**src/rtl/note_player.sv**
```systemverilog
// Song sequencer: walks the frequency database, latches each note's divider and emits a
// square-wave tone per note followed by a silent gap. NOTE_PLAYER_LOOP_EN repeats the song.
module note_player #(
    parameter int NUM_NOTES   = 10,
    parameter int NOTE_CYCLES = 1000,
    parameter int GAP_CYCLES  = 4,
    parameter int CNT_W       = 16
) (
    input  logic       clk,
    input  logic       rst_n,
    input  logic       en,
    input  logic [7:0] db_entry,
    output logic [3:0] address,
    output logic       tone,
    output logic       note_strobe,
    output logic       busy,
    output logic [2:0] state_dbg
);

    typedef enum logic [2:0] {
        S_IDLE = 3'd0,
        S_LOAD = 3'd1,
        S_PLAY = 3'd2,
        S_GAP  = 3'd3,
        S_DONE = 3'd4
    } state_t;

    localparam logic [3:0]       LAST_ADDR = 4'(NUM_NOTES - 1);
    localparam logic [CNT_W-1:0] NOTE_LAST = CNT_W'(NOTE_CYCLES - 1);
    localparam logic [CNT_W-1:0] GAP_LAST  = CNT_W'(GAP_CYCLES - 1);

    state_t           state_q, state_d;
    logic [3:0]       addr_q, addr_d;
    logic [7:0]       div_q, div_d;
    logic [7:0]       per_q, per_d;
    logic [CNT_W-1:0] dur_q, dur_d;
    logic [CNT_W-1:0] gap_q, gap_d;
    logic             tone_q, tone_d;

    always_ff @(posedge clk) begin
        if (!rst_n) begin
            state_q <= S_IDLE;
            addr_q  <= '0;
            div_q   <= '0;
            per_q   <= '0;
            dur_q   <= '0;
            gap_q   <= '0;
            tone_q  <= 1'b0;
        end else begin
            state_q <= state_d;
            addr_q  <= addr_d;
            div_q   <= div_d;
            per_q   <= per_d;
            dur_q   <= dur_d;
            gap_q   <= gap_d;
            tone_q  <= tone_d;
        end
    end

    always_comb begin
        state_d = state_q;
        addr_d  = addr_q;
        div_d   = div_q;
        per_d   = per_q;
        dur_d   = dur_q;
        gap_d   = gap_q;
        tone_d  = tone_q;
        // Dropping en aborts from any active state and outranks note completion.
        if (state_q != S_IDLE && !en) begin
            state_d = S_IDLE;
            addr_d  = '0;
            tone_d  = 1'b0;
            per_d   = '0;
            dur_d   = '0;
            gap_d   = '0;
        end else begin
            case (state_q)
                S_IDLE: begin
                    addr_d = '0;
                    tone_d = 1'b0;
                    if (en) state_d = S_LOAD;
                end
                S_LOAD: begin
                    div_d   = db_entry;
                    per_d   = '0;
                    dur_d   = '0;
                    tone_d  = 1'b0;
                    state_d = S_PLAY;
                end
                S_PLAY: begin
                    if (dur_q == NOTE_LAST) begin
                        state_d = S_GAP;
                        tone_d  = 1'b0;
                        gap_d   = '0;
                    end else begin
                        dur_d = dur_q + CNT_W'(1);
                        // A zero divider is a rest: the tone stays low for the whole note.
                        if (div_q != 8'd0) begin
                            if (per_q == div_q) begin
                                per_d  = '0;
                                tone_d = ~tone_q;
                            end else begin
                                per_d = per_q + 8'd1;
                            end
                        end
                    end
                end
                S_GAP: begin
                    tone_d = 1'b0;
                    if (gap_q == GAP_LAST) begin
                        if (addr_q < LAST_ADDR) begin
                            addr_d  = addr_q + 4'd1;
                            state_d = S_LOAD;
                        end else begin
`ifdef NOTE_PLAYER_LOOP_EN
                            addr_d  = '0;
                            state_d = S_LOAD;
`else
                            state_d = S_DONE;
`endif
                        end
                    end else begin
                        gap_d = gap_q + CNT_W'(1);
                    end
                end
                S_DONE: begin
                    tone_d = 1'b0;
                end
                default: begin
                    state_d = S_IDLE;
                end
            endcase
        end
    end

    always_comb begin
        address     = addr_q;
        tone        = tone_q;
        note_strobe = (state_q == S_LOAD);
        busy        = (state_q == S_LOAD) || (state_q == S_PLAY) || (state_q == S_GAP);
        state_dbg   = state_q;
    end

endmodule

```
**config.mk**
```make
export PLATFORM = sky130hd
export DESIGN_NAME = note_player
export DESIGN_NICKNAME = d
export VERILOG_FILES = /design/src/rtl/note_player.sv
export SDC_FILE = /design/constraint.sdc
export NUM_CORES = 1
export LEC_CHECK = 0
export CORE_UTILIZATION = 55
export CTS_CLUSTER_DIAMETER = 100
export DETAILED_ROUTE_END_ITERATION = 7
export DONT_BUFFER_PORTS = 1
export PLACE_DENSITY = 0.82
export SETUP_SLACK_MARGIN = 0.02
export SYNTH_ARGS = -nofsm -noshare
export SYNTH_HDL_FRONTEND = slang
export SYNTH_SLANG_ARGS = --single-unit
```
**constraint.sdc**
```tcl
create_clock -name clk -period 1.92 [get_ports clk]
set_input_delay 0.192 -clock clk [delete_from_list [all_inputs] [get_ports clk]]
set_output_delay 0.192 -clock clk [all_outputs]
set_load 0.03 [all_outputs]
```
==> impl_results.md, run 1 <==
* Max Buffers Root-to-Sink at 2
* Syn Inst Count at 345
* Slowest library cell on the worst path: dfxtp_2
* Min Tclk post-route at 1.869 ns
* PortBufs at 0
* Clk pwr share at 35.9%
* Synthesized Nets at 361
* Seq pwr share at 55.5%
* Cell leakage power at 1.256 nW
* Syn. warnings at 0
* Tightest Pin Transition at 0.5886 ns
* Total Routed Length at 6.819 mm
* Max-cap viol count at 0
* Dpl cells at 440
* DRC violations left at 0
* Total congestion overflow at 0
* Chip Height at 74.51 µm
* GP Congestion at 0.8590
* Slowest stage delay, CP at 0.34 ns
* GRT Util Overall at 24.82%
* Drt pass-1 iters at 5
* Clock slew at reported path FFs at 0.10 ns
* Slew Limit Headroom at 60.40%
* Combinational power share at 8.7%
* Netlist cell types at 52
* Filler instances at 404
* Crit. End Element: register
* First-pass GRT wire length at 10.80 mm
* Worst-path fanout max at 4
* Vias per cell at 6.132
* Final instance area at 3463 µm²
* Placed cell area at 3217 µm²
* TNS Setup at 0 ns
* Highest clock rate at 0.5351 GHz
* Syn_area_per_cell at 8.381 µm²
* Vias in the first global route at 2519
* Hold WC Path Type: primary input to register
* Die W at 74.51 µm
* I/O Pins at 21
* Largest family of logic cells by synthesized area: simple AND/OR/NAND/NOR gates
* IR drop worst, VDD at 0.3407 mV
* Overall Power at 2.132 mW
* Worst reg-to-reg setup slack at 0.05 ns
* DIE AREA at 5551 µm²
* Type of origin of the critical path: register
* Initial antenna violation count at 0
* PwrDens at 615.6 nW/µm²
* # diodes at 0
* Layout Cells excl Fill at 455
* Arr. time, crit path at 2.08 ns
* Simple-Gate Fraction of Synth Area at 28.78%
* Mapped cell area at 2892 µm²
* Core Util, Final at 68.24%
* Yosys reg bits at 56
* Multiplexer share of the synthesized area at 4.197%
* Crit path kind: register to register
* Setup ws final at 0.05131 ns
* H-tree levels at 2
* Sw frac at 23.70%
* Routed Antenna Nets at 0
* CTS tree: yes
* Area of the multi-input gates at 1702 µm²
* EDFF count, synth at 0
* Fin. Hold Viols at 0
* Final net count at 400
* Ys flop type: dfxtp_1
* Initial core utilization at 56.98%
* Layout cells sized above 1 at 21.30%
* Vias at 2790
* Dpl ws at -0.01881 ns
* Worst skew pair latency at 0.31 ns
* RSZ-0062 raised after global routing: true
* CTS sink count at 56
* Avg WL per Cell at 14.99 µm
* Internal at 1.627 mW
* Fin Clk Skew at 0.008645 ns
* DR iter-0 viols at 218
* Status: finished clean
* Compound-gate portion of the synthesized area at 17.57%
* Ys async rst share at 0%
* CP Cell Sequence: ha_2, and4b_1, and4_4, a22oi_2, buf_4, o31a_1, o21a_1
* Cell Rows at 26
* CTS Buf Count at 5
* Max Slew Vio Count at 0
* Sequential fraction of the synthesis area at 38.77%
* XOR/XNOR share of the synthesized area at 3.635%
* Root Driver: clkbuf_8
* Final Setup Violations at 0
* Switch Pwr at 0.5054 mW
* CP required at 2.13 ns
* Hold_ws at 0.004428 ns
* Layout area overhead at 19.77%
* DPL Wire Length at 4.746 mm
* Core ar. at 5075 µm²
* Storage cell area at 1135 µm²
* Post-synthesis adder-cell area fraction at 2.164%
* Final worst path period share at 97.33%
* Pin count of the biggest net entering global routing at 17
==> state kept, by name, indices dropped and copies added, names as in the netlist <==
register   count
address        4
state_dbg      3
dur_q         16
gap_q         16
tone           1
div_q          8
per_q          8
==> layout by cell type, fill, tap and decap left out, types with 2 or more instances in the layout <==
cell type  count
a211oi_1       5
a21o_1         2
a21oi_1       23
a21oi_2        4
a31oi_1       10
and2_1         3
and3_1         4
and4_1         3
buf_4         43
clkbuf_8       5
dfxtp_1       49
dfxtp_2        5
dfxtp_4        2
ha_1           4
inv_1         11
mux2i_1       11
nand2_1       22
nand3_1       18
nand3b_1       6
nand4_1       13
nor2_1        21
nor2b_1        8
nor3_1        11
nor4_1         7
o211ai_1       3
o21ai_0       21
o221ai_1       2
o31a_1         2
o31ai_1        2
o41ai_1        3
or3_1         14
xnor2_1        2
xor2_1        10
==> Yosys cell counts, types with 3 or more instances <==
library cell / n / area share (%)
a211oi_1: 5 / 1.3
a21oi_1: 27 / 4.7
a31oi_1: 10 / 2.2
and2_1: 3 / 0.65
and3_1: 5 / 1.1
and4_1: 4 / 1.2
buf_2: 8 / 1.4
buf_6: 3 / 1.2
clkbuf_1: 3 / 0.39
dfxtp_1: 56 / 39
ha_1: 5 / 2.2
inv_1: 11 / 1.4
mux2i_1: 11 / 3.8
nand2_1: 22 / 2.9
nand3_1: 18 / 3.1
nand3b_1: 6 / 1.6
nand4_1: 13 / 2.8
nor2_1: 21 / 2.7
nor2b_1: 8 / 1.7
nor3_1: 12 / 2.1
nor4_1: 8 / 1.7
o211ai_1: 3 / 0.78
o21ai_0: 21 / 3.6
o41ai_1: 3 / 0.91
or3_1: 15 / 3.2
xor2_1: 10 / 3.0
==> power groups by stage <==
stage | clock network (mW) | logic [mW] | registers [mW]
finish | 0.765 | 0.185 | 1.18
CTS | 0.769 | 0.174 | 1.18
global route | 0.825 | 0.198 | 1.18
floorplan | 0 | 0.122 | 1.21
detailed placement | 0 | 0.174 | 1.21
global placement | 0 | 0.170 | 1.21
==> layout make-up <==
cell class / count / area share, %
inverter: 12 / 1.373
clock buffer: 6 / 2.095
tap: 70 / 2.529
timing repair buffer: 48 / 11.09
clock inverter: 2 / 1.012
sequential: 56 / 32.77
multi-input combinational: 261 / 49.13
==> cell families after synthesis <==
group,count (synthesis)
compound gates,84
xor+xnor,12
fa+ha+maj,5
buf+inv,28
flops,56
mux,12
simple gates,148
==> critical path: cells and delay by family, from the launching register on <==
kind,cells,cell delay (ns)
buffers and inverters,1,0.17
flip-flops,1,0.34
adder cells (fa/ha/maj),1,0.17
AO/OA/AOI/OAI,3,0.59
AND/OR/NAND/NOR,2,0.50
==> path summary, 6_finish.rpt <==
| kind | cells after the start | endpoint | from |
|---|---|---|---|
| max reg2reg | 7 | gap_q[8]$_SDFFE_PP0P_ | dur_q[1]$_SDFFE_PP0P_ |
| max | 7 | gap_q[8]$_SDFFE_PP0P_ | dur_q[1]$_SDFFE_PP0P_ |
| min | 1 | div_q[4]$_SDFFE_PN0P_ | rst_n |
| min reg2reg | 1 | dur_q[9]$_SDFFE_PP0P_ | dur_q[9]$_SDFFE_PP0P_ |
==> per-layer routing <==
metal	vias up	global-route usage [%]	wire, µm	part of all wire (%)
li1	1363	-	-	-
met1	1333	28.94	2930	43
met5	-	0	0	0
met2	83	44.24	3475	51
met4	0	9.644	108	1.6
met3	11	5.285	304	4.5
==> timing repair <==
action / CTS / global route
pin swaps: 1 / 10
hold endpoints to repair: 0 / 1
setup endpoints to repair: 13 / 32
gates cloned: 0 / 1
gates resized for setup: 2 / 21
hold buffers: 0 / 1
buffers inserted: 1 / 4
No activity file was read; power rests on OpenSTA's default activity.
==> run 2, diff against run 1 <==
--- a/config.mk
+++ b/config.mk
@@ -9,6 +9,7 @@
 export CTS_CLUSTER_DIAMETER = 100
 export DETAILED_ROUTE_END_ITERATION = 7
 export DONT_BUFFER_PORTS = 1
+export GPL_ROUTABILITY_DRIVEN = 0
 export PLACE_DENSITY = 0.82
 export SETUP_SLACK_MARGIN = 0.02
 export SYNTH_ARGS = -nofsm -noshare
==> run 2 against run 1 <==
Worst hold slack improved by 0.0035 ns. Critical path depth fell by 1. Global-route usage rose by 0.58 points. Clock-buffer cell count did not move. Combinational power rose by 2%. Critical endpoint is now gap_q[6]$_SDFFE_PP0P_.
==> impl_results.md, run 2 (synthesis results as in run 1) <==
* Hold WC Path Type: primary input to register
* Dpl cells at 438 (-0.45%)
* Total Routed Length at 7.127 mm (+4.5%)
* DIE AREA at 5551 µm² (unchanged)
* Crit. End Element: register
* Vias in the first global route at 2377 (-5.6%)
* R2R Path Start: dur_q[15]$_SDFFE_PP0P_
* Cell Rows at 26 (unchanged)
* Worst skew pair latency at 0.32 ns (about the same)
* Highest clock rate at 0.5293 GHz (-1.1%)
* CP required at 2.17 ns (+0.04 ns)
* Initial antenna violation count at 0 (unchanged)
* Overall Power at 2.127 mW (-0.25%)
* Arr. time, crit path at 2.14 ns (+0.06 ns)
* Dpl ws at -0.006472 ns (+0.01234 ns)
* Total congestion overflow at 0 (unchanged)
* Core Util, Final at 68.69% (+0.44 points)
* CTS tree: yes
* Routed Antenna Nets at 0 (unchanged)
* Met3 routed WL at 317 µm (+4.3%)
* Max-cap viol count at 0 (unchanged)
* R2R cell count at 6 (-1)
* I/O Pins at 21 (unchanged)
* Die W at 74.51 µm (unchanged)
* Most frequent cells in the layout: dfxtp_1, buf_4, a21oi_1, nand2_1, o21ai_0
* Chip Height at 74.51 µm (unchanged)
* Drt pass-1 iters at 5 (unchanged)
* Max Buffers Root-to-Sink at 2 (unchanged)
* Setup ws final at 0.03075 ns (-0.02056 ns)
* Worst reg-to-reg setup slack at 0.03 ns (-0.02 ns)
* DR iter-0 viols at 236 (+8.3%)
* CTS sink count at 56 (unchanged)
* Final net count at 396 (-1.0%)
* Root Driver: clkbuf_8
* Status: finished clean
* Initial core utilization at 56.98% (unchanged)
* Core ar. at 5075 µm² (unchanged)
* Fin Clk Skew at 0.005335 ns (-0.003310 ns)
* H-tree levels at 2 (unchanged)
* Most common cell after layout, fill and taps aside: dfxtp_1
* Hold_sp: rst_n
* First-pass GRT wire length at 10.90 mm (+0.90%)
* Avg WL per Cell at 15.80 µm (+5.4%)
* Cell leakage power at 1.261 nW (+0.37%)
* DPL Wire Length at 4.948 mm (+4.3%)
* PwrDens at 610.2 nW/µm² (-0.89%)
* Vias at 2766 (-0.86%)
* Largest regs: dur_q: 16 flops, gap_q: 16 flops
* PortBufs at 0 (unchanged)
* Pin count of the biggest net entering global routing at 21 (+4)
* Hold Crit Endpoint: div_q[5]$_SDFFE_PN0P_
* DRC violations left at 0 (unchanged)
* RSZ-0062 raised after global routing: true
* Hold Path Stages at 1 (unchanged)
* Max Slew Vio Count at 0 (unchanged)
* Metal-1 WL at 3.108 mm (+6.1%)
* Layout area overhead at 20.55%
* Worst-path fanout max at 5 (+1)
* Crit path kind: register to register
* Slew Limit Headroom at 64.02% (+3.6 points)
* Vias per cell at 6.133 (about the same)
* Reg-to-Reg End: gap_q[6]$_SDFFE_PP0P_
* Tightest Pin Transition at 0.5377 ns (-0.05090 ns)
* Filler instances at 407 (+0.74%)
* Type of origin of the critical path: register
* Layout cells sized above 1 at 21.52% (+0.22 points)
* Final Setup Violations at 0 (unchanged)
* Uppermost layer routed: met4
* Metal2 WL at 3.579 mm (+3.0%)
* Clock slew at reported path FFs at 0.10 ns (about the same)
* # diodes at 0 (unchanged)
* Min Tclk post-route at 1.889 ns (+0.02056 ns)
* GRT Util Overall at 25.39% (+0.58 points)
* Layout Cells excl Fill at 451 (-0.88%)
* Final worst path period share at 98.40% (+1.1 points)
* Fin. Hold Viols at 0 (unchanged)
* CTS Buf Count at 5 (unchanged)
* IR drop worst, VDD at 0.3715 mV (+9.1%)
-- run 2: power breakdown --
group / internal (mW) / leakage (nW) / total (mW) / switching (mW)
sequential: 1.17 / 0.456 / 1.18 / 0.0131
combinational: 0.0734 / 0.749 / 0.189 / 0.116
clock: 0.342 / 0.0565 / 0.754 / 0.413
total: 1.58 / 1.26 / 2.13 / 0.542
-- run 2: worst max-delay path, stage by stage (launching register included) --
cell and delay, ns:
dfxtp_2 0.35, nor4_4 0.28, buf_4 0.15, and4_4 0.23, a22oi_2 0.14, or4_4 0.52
a21oi_2 0.16
-- run 2: metrics by stage --
| stage | setup TNS [ns] | cell area, µm² | hold slack [ns] |
|---|---|---|---|
| after global routing | -0.04873 | 3486 | 0.005891 |
| final | 0 | 3486 | 0.007916 |
| after detailed placement | -0.006472 | 3214 | 0.3299 |
| after global placement | 0 | 3214 | 0.3228 |
| after CTS | 0 | 3349 | 0.003289 |
| after floorplan | -0.01671 | 2908 | 0.3202 |
-- run 2: layout make-up --
class	instances	area, µm²	area share [%]
Sequential cell	56	1134	32.52
Clock inverter	2	17.52	0.5025
Multi-Input combinational cell	261	1738	49.86
Timing Repair Buffer	44	367.9	10.55
Tap cell	70	87.58	2.513
Inverter	12	47.55	1.364
Clock buffer	6	93.84	2.692
-- run 2: repair_timing --
item | 4_1_cts | 5_1_grt
resized for setup | 2 | 26
hold endpoints to repair | 3 | 2
hold buffers | 1 | 1
pin swaps | 1 | 12
endpoints found under the setup margin | 6 | 37
setup buffers | 0 | 2
cloned | 0 | 1
-- run 2: per-layer routing --
| metal | global-route usage [%] | vias up |
|---|---|---|
| met4 | 9.644 | 0 |
| met3 | 5.014 | 15 |
| met2 | 42.44 | 84 |
| met5 | 0 | - |
| li1 | - | 1349 |
| met1 | 32.28 | 1318 |
-- run 2: worst max path at each step --
stage / startpoint / to / slack [ns] / depth (start not counted)
2_1_floorplan: state_dbg[1]$_SDFFE_PP0P_ / gap_q[13]$_SDFFE_PP0P_ / -0.008 / 8
3_3_place_gp: dur_q[0]$_SDFFE_PP0P_ / gap_q[5]$_SDFFE_PP0P_ / 0.05 / 8
3_5_place_dp: dur_q[0]$_SDFFE_PP0P_ / gap_q[5]$_SDFFE_PP0P_ / -0.006 / 8
4_1_cts: gap_q[0]$_SDFFE_PP0P_ / gap_q[0]$_SDFFE_PP0P_ / 0.02 / 7
5_1_grt: dur_q[15]$_SDFFE_PP0P_ / gap_q[6]$_SDFFE_PP0P_ / -0.04 / 6
6_report: dur_q[15]$_SDFFE_PP0P_ / gap_q[6]$_SDFFE_PP0P_ / 0.03 / 6
==> run 3, diff against run 2 <==
--- a/config.mk
+++ b/config.mk
@@ -5,12 +5,12 @@
 export SDC_FILE = /design/constraint.sdc
 export NUM_CORES = 1
 export LEC_CHECK = 0
-export CORE_UTILIZATION = 55
+export CAP_MARGIN = 20
+export CORE_UTILIZATION = 53
 export CTS_CLUSTER_DIAMETER = 100
 export DETAILED_ROUTE_END_ITERATION = 7
-export DONT_BUFFER_PORTS = 1
 export GPL_ROUTABILITY_DRIVEN = 0
-export PLACE_DENSITY = 0.82
+export PLACE_DENSITY = 0.85
 export SETUP_SLACK_MARGIN = 0.02
 export SYNTH_ARGS = -nofsm -noshare
 export SYNTH_HDL_FRONTEND = slang
==> run 3 against run 2 <==
Critical path depth increased by 1. Clock skew is 0.0020 ns higher. Worst hold slack better by 0.48 ns. Global-route usage is 1.1 points lower. First-iteration DRC count rose by 39%. Non-clock buffer count up 19. Power grew 2.6%. Clock power up 3%. Die area is 3.7% higher. Highest routed layer unchanged.
==> impl_results.md, run 3 (synthesis results as in run 1) <==
* Worst-path fanout max at 7 (+2)
* Crit. End Element: register
* Worst reg-to-reg setup slack at 0.0006 ns (-0.03 ns)
* Final worst path period share at 99.97% (+1.6 points)
* Seq pwr share at 54.2% (-1.4 points)
* DPL Wire Length at 4.898 mm (-1.0%)
* CTS sink count at 56 (unchanged)
* Layout cells sized above 1 at 23.00% (+1.5 points)
* Most common cell after layout, fill and taps aside: dfxtp_1
* Max Slew Vio Count at 0 (unchanged)
* First-pass GRT wire length at 10.78 mm (-1.0%)
* Placed cell area at 3397 µm² (+5.7%)
* R2R Path Start: dur_q[12]$_SDFFE_PP0P_
* Clock slew at reported path FFs at 0.10 ns (about the same)
* DR iter-0 viols at 329 (+39%)
* Final Setup Violations at 0 (unchanged)
* Slew Limit Headroom at 73.19% (+9.2 points)
* Min Tclk post-route at 1.919 ns (+0.03015 ns)
* Most frequent cells in the layout: dfxtp_1, buf_4, nand2_1, nor2_1, a21oi_1
* Crit path kind: register to register
* Fin Clk Skew at 0.007340 ns (+0.002005 ns)
* Routed Antenna Nets at 0 (unchanged)
* H-tree levels at 2 (unchanged)
* Combinational power share at 10.3% (+1.4 points)
* RSZ-0062 raised after global routing: true
* Filler instances at 359 (-12%)
* Core ar. at 5172 µm² (+1.9%)
* CTS tree: yes
* Chip Height at 75.86 µm (+1.8%)
* Total Routed Length at 7.216 mm (+1.2%)
* Hold Buf Count CTS at 0 (-1)
* Highest clock rate at 0.5210 GHz (-1.6%)
* Cell leakage power at 1.325 nW (+5.1%)
* Sw frac at 24.03% (-1.5 points)
* Vias at 2859 (+3.4%)
* Status: finished clean
* Type of origin of the critical path: register
* Worst skew pair latency at 0.31 ns (about the same)
* Avg WL per Cell at 15.35 µm (-2.8%)
* Reg-to-Reg End: gap_q[3]$_SDFFE_PP0P_
* Fin. Hold Viols at 0 (unchanged)
* Vias in the first global route at 2418 (+1.7%)
* I/O Pins at 21 (unchanged)
* Internal at 1.658 mW (+4.6%)
* CP required at 2.16 ns (about the same)
* GRT Util Overall at 24.27% (-1.1 points)
* Final net count at 415 (+4.8%)
* DIE AREA at 5755 µm² (+3.7%)
* Root Driver: clkbuf_8
* Hold Crit Endpoint: dur_q[9]$_SDFFE_PP0P_
* CTS Buf Count at 5 (unchanged)
* # diodes at 0 (unchanged)
* Final instance area at 3699 µm² (+6.1%)
* DRC violations left at 0 (unchanged)
* Max Buffers Root-to-Sink at 2 (unchanged)
* Die W at 75.86 µm (+1.8%)
* Vias per cell at 6.083 (-0.82%)
* Switch Pwr at 0.5243 mW (-3.3%)
* Largest regs: dur_q: 16 flops, gap_q: 16 flops
* PwrDens at 590.0 nW/µm² (-3.3%)
* Clk pwr share at 35.5% (about the same)
* Pin count of the biggest net entering global routing at 18 (-14%)
* R2R cell count at 7 (+1)
* Total congestion overflow at 0 (unchanged)
* IR drop worst, VDD at 0.3720 mV (+0.12%)
* Hold WC Path Type: register to register
* Hold_sp: dur_q[9]$_SDFFE_PP0P_
* Arr. time, crit path at 2.16 ns (+0.02 ns)
* Tightest Pin Transition at 0.3985 ns (-0.1392 ns)
* Initial core utilization at 55.90% (-1.1 points)
* PortBufs at 20 (+20)
* Hold Path Stages at 1 (unchanged)
* Drt pass-1 iters at 5 (unchanged)
* Overall Power at 2.182 mW (+2.6%)
* Max-cap viol count at 0 (unchanged)
* Initial antenna violation count at 0 (unchanged)
* Layout area overhead at 27.91%
* Cell Rows at 26 (unchanged)
## run 3: timing repair
action / in CTS / in global routing
setup endpoints to repair: 24 / 33
buffers inserted: 2 / 3
pin swaps: 2 / 16
resized for setup: 7 / 30
gates cloned: 0 / 1
## run 3: power groups by stage
stage	Clock [mW]	Combinational (mW)	Sequential, mW
2_1_floorplan	0	0.122	1.21
3_3_place_gp	0	0.209	1.21
3_5_place_dp	0	0.213	1.21
4_1_cts	0.782	0.214	1.18
5_1_grt	0.814	0.243	1.18
6_report	0.774	0.226	1.18
## run 3: stage by stage
step	cells	setup WS, ns	utilization, %	setup TNS (ns)	hold WS, ns
2_1_floorplan	345	-0.008371	-	-0.01671	0.3202
3_3_place_gp	456	0.007859	65.67	0	0.4602
3_5_place_dp	456	-0.1066	65.67	-0.5105	0.4704
4_1_cts	466	0.04083	68.77	0	0.4901
5_1_grt	470	-0.09989	71.50	-0.5380	0.5150
6_report	470	0.0006006	71.50	0	0.4883
## run 3: critical path, stage by stage, from the launching register on
cell and delay [ns]:
dfxtp_2 0.35, nor4_4 0.28, buf_4 0.16, and4_4 0.23, a22oi_2 0.15, buf_6 0.17
or3_1 0.33, a21oi_1 0.19
## run 3: routing by layer
| metal | global-route usage [%] | wire [µm] | vias to the layer above |
|---|---|---|---|
| met5 | 0 | 0 | - |
| met3 | 3.307 | 315 | 20 |
| met1 | 32.52 | 3231 | 1366 |
| li1 | - | - | 1385 |
| met2 | 40.31 | 3530 | 88 |
| met4 | 7.819 | 138 | 0 |
## run 3: cell type report
cell class | instances | area (µm²) | area share, %
Clock buffer | 5 | 68.82 | 1.861
Timing Repair Buffer | 63 | 550.5 | 14.88
Multi-Input combinational cell | 261 | 1768 | 47.80
Tap cell | 70 | 87.58 | 2.368
Clock inverter | 3 | 42.54 | 1.150
Sequential cell | 56 | 1134 | 30.65
Inverter | 12 | 47.55 | 1.286
## run 3: worst max path at each step
stage | end | cells after the start | slack [ns] | startpoint
global placement | gap_q[11]$_SDFFE_PP0P_ | 7 | 0.008 | dur_q[12]$_SDFFE_PP0P_
global route | gap_q[3]$_SDFFE_PP0P_ | 7 | -0.1 | dur_q[0]$_SDFFE_PP0P_
floorplan | gap_q[13]$_SDFFE_PP0P_ | 8 | -0.008 | state_dbg[1]$_SDFFE_PP0P_
detailed placement | gap_q[11]$_SDFFE_PP0P_ | 7 | -0.11 | dur_q[12]$_SDFFE_PP0P_
finish | gap_q[3]$_SDFFE_PP0P_ | 7 | 0.0006 | dur_q[12]$_SDFFE_PP0P_
CTS | address[1]$_SDFFE_PP0P_ | 7 | 0.04 | gap_q[0]$_SDFFE_PP0P_
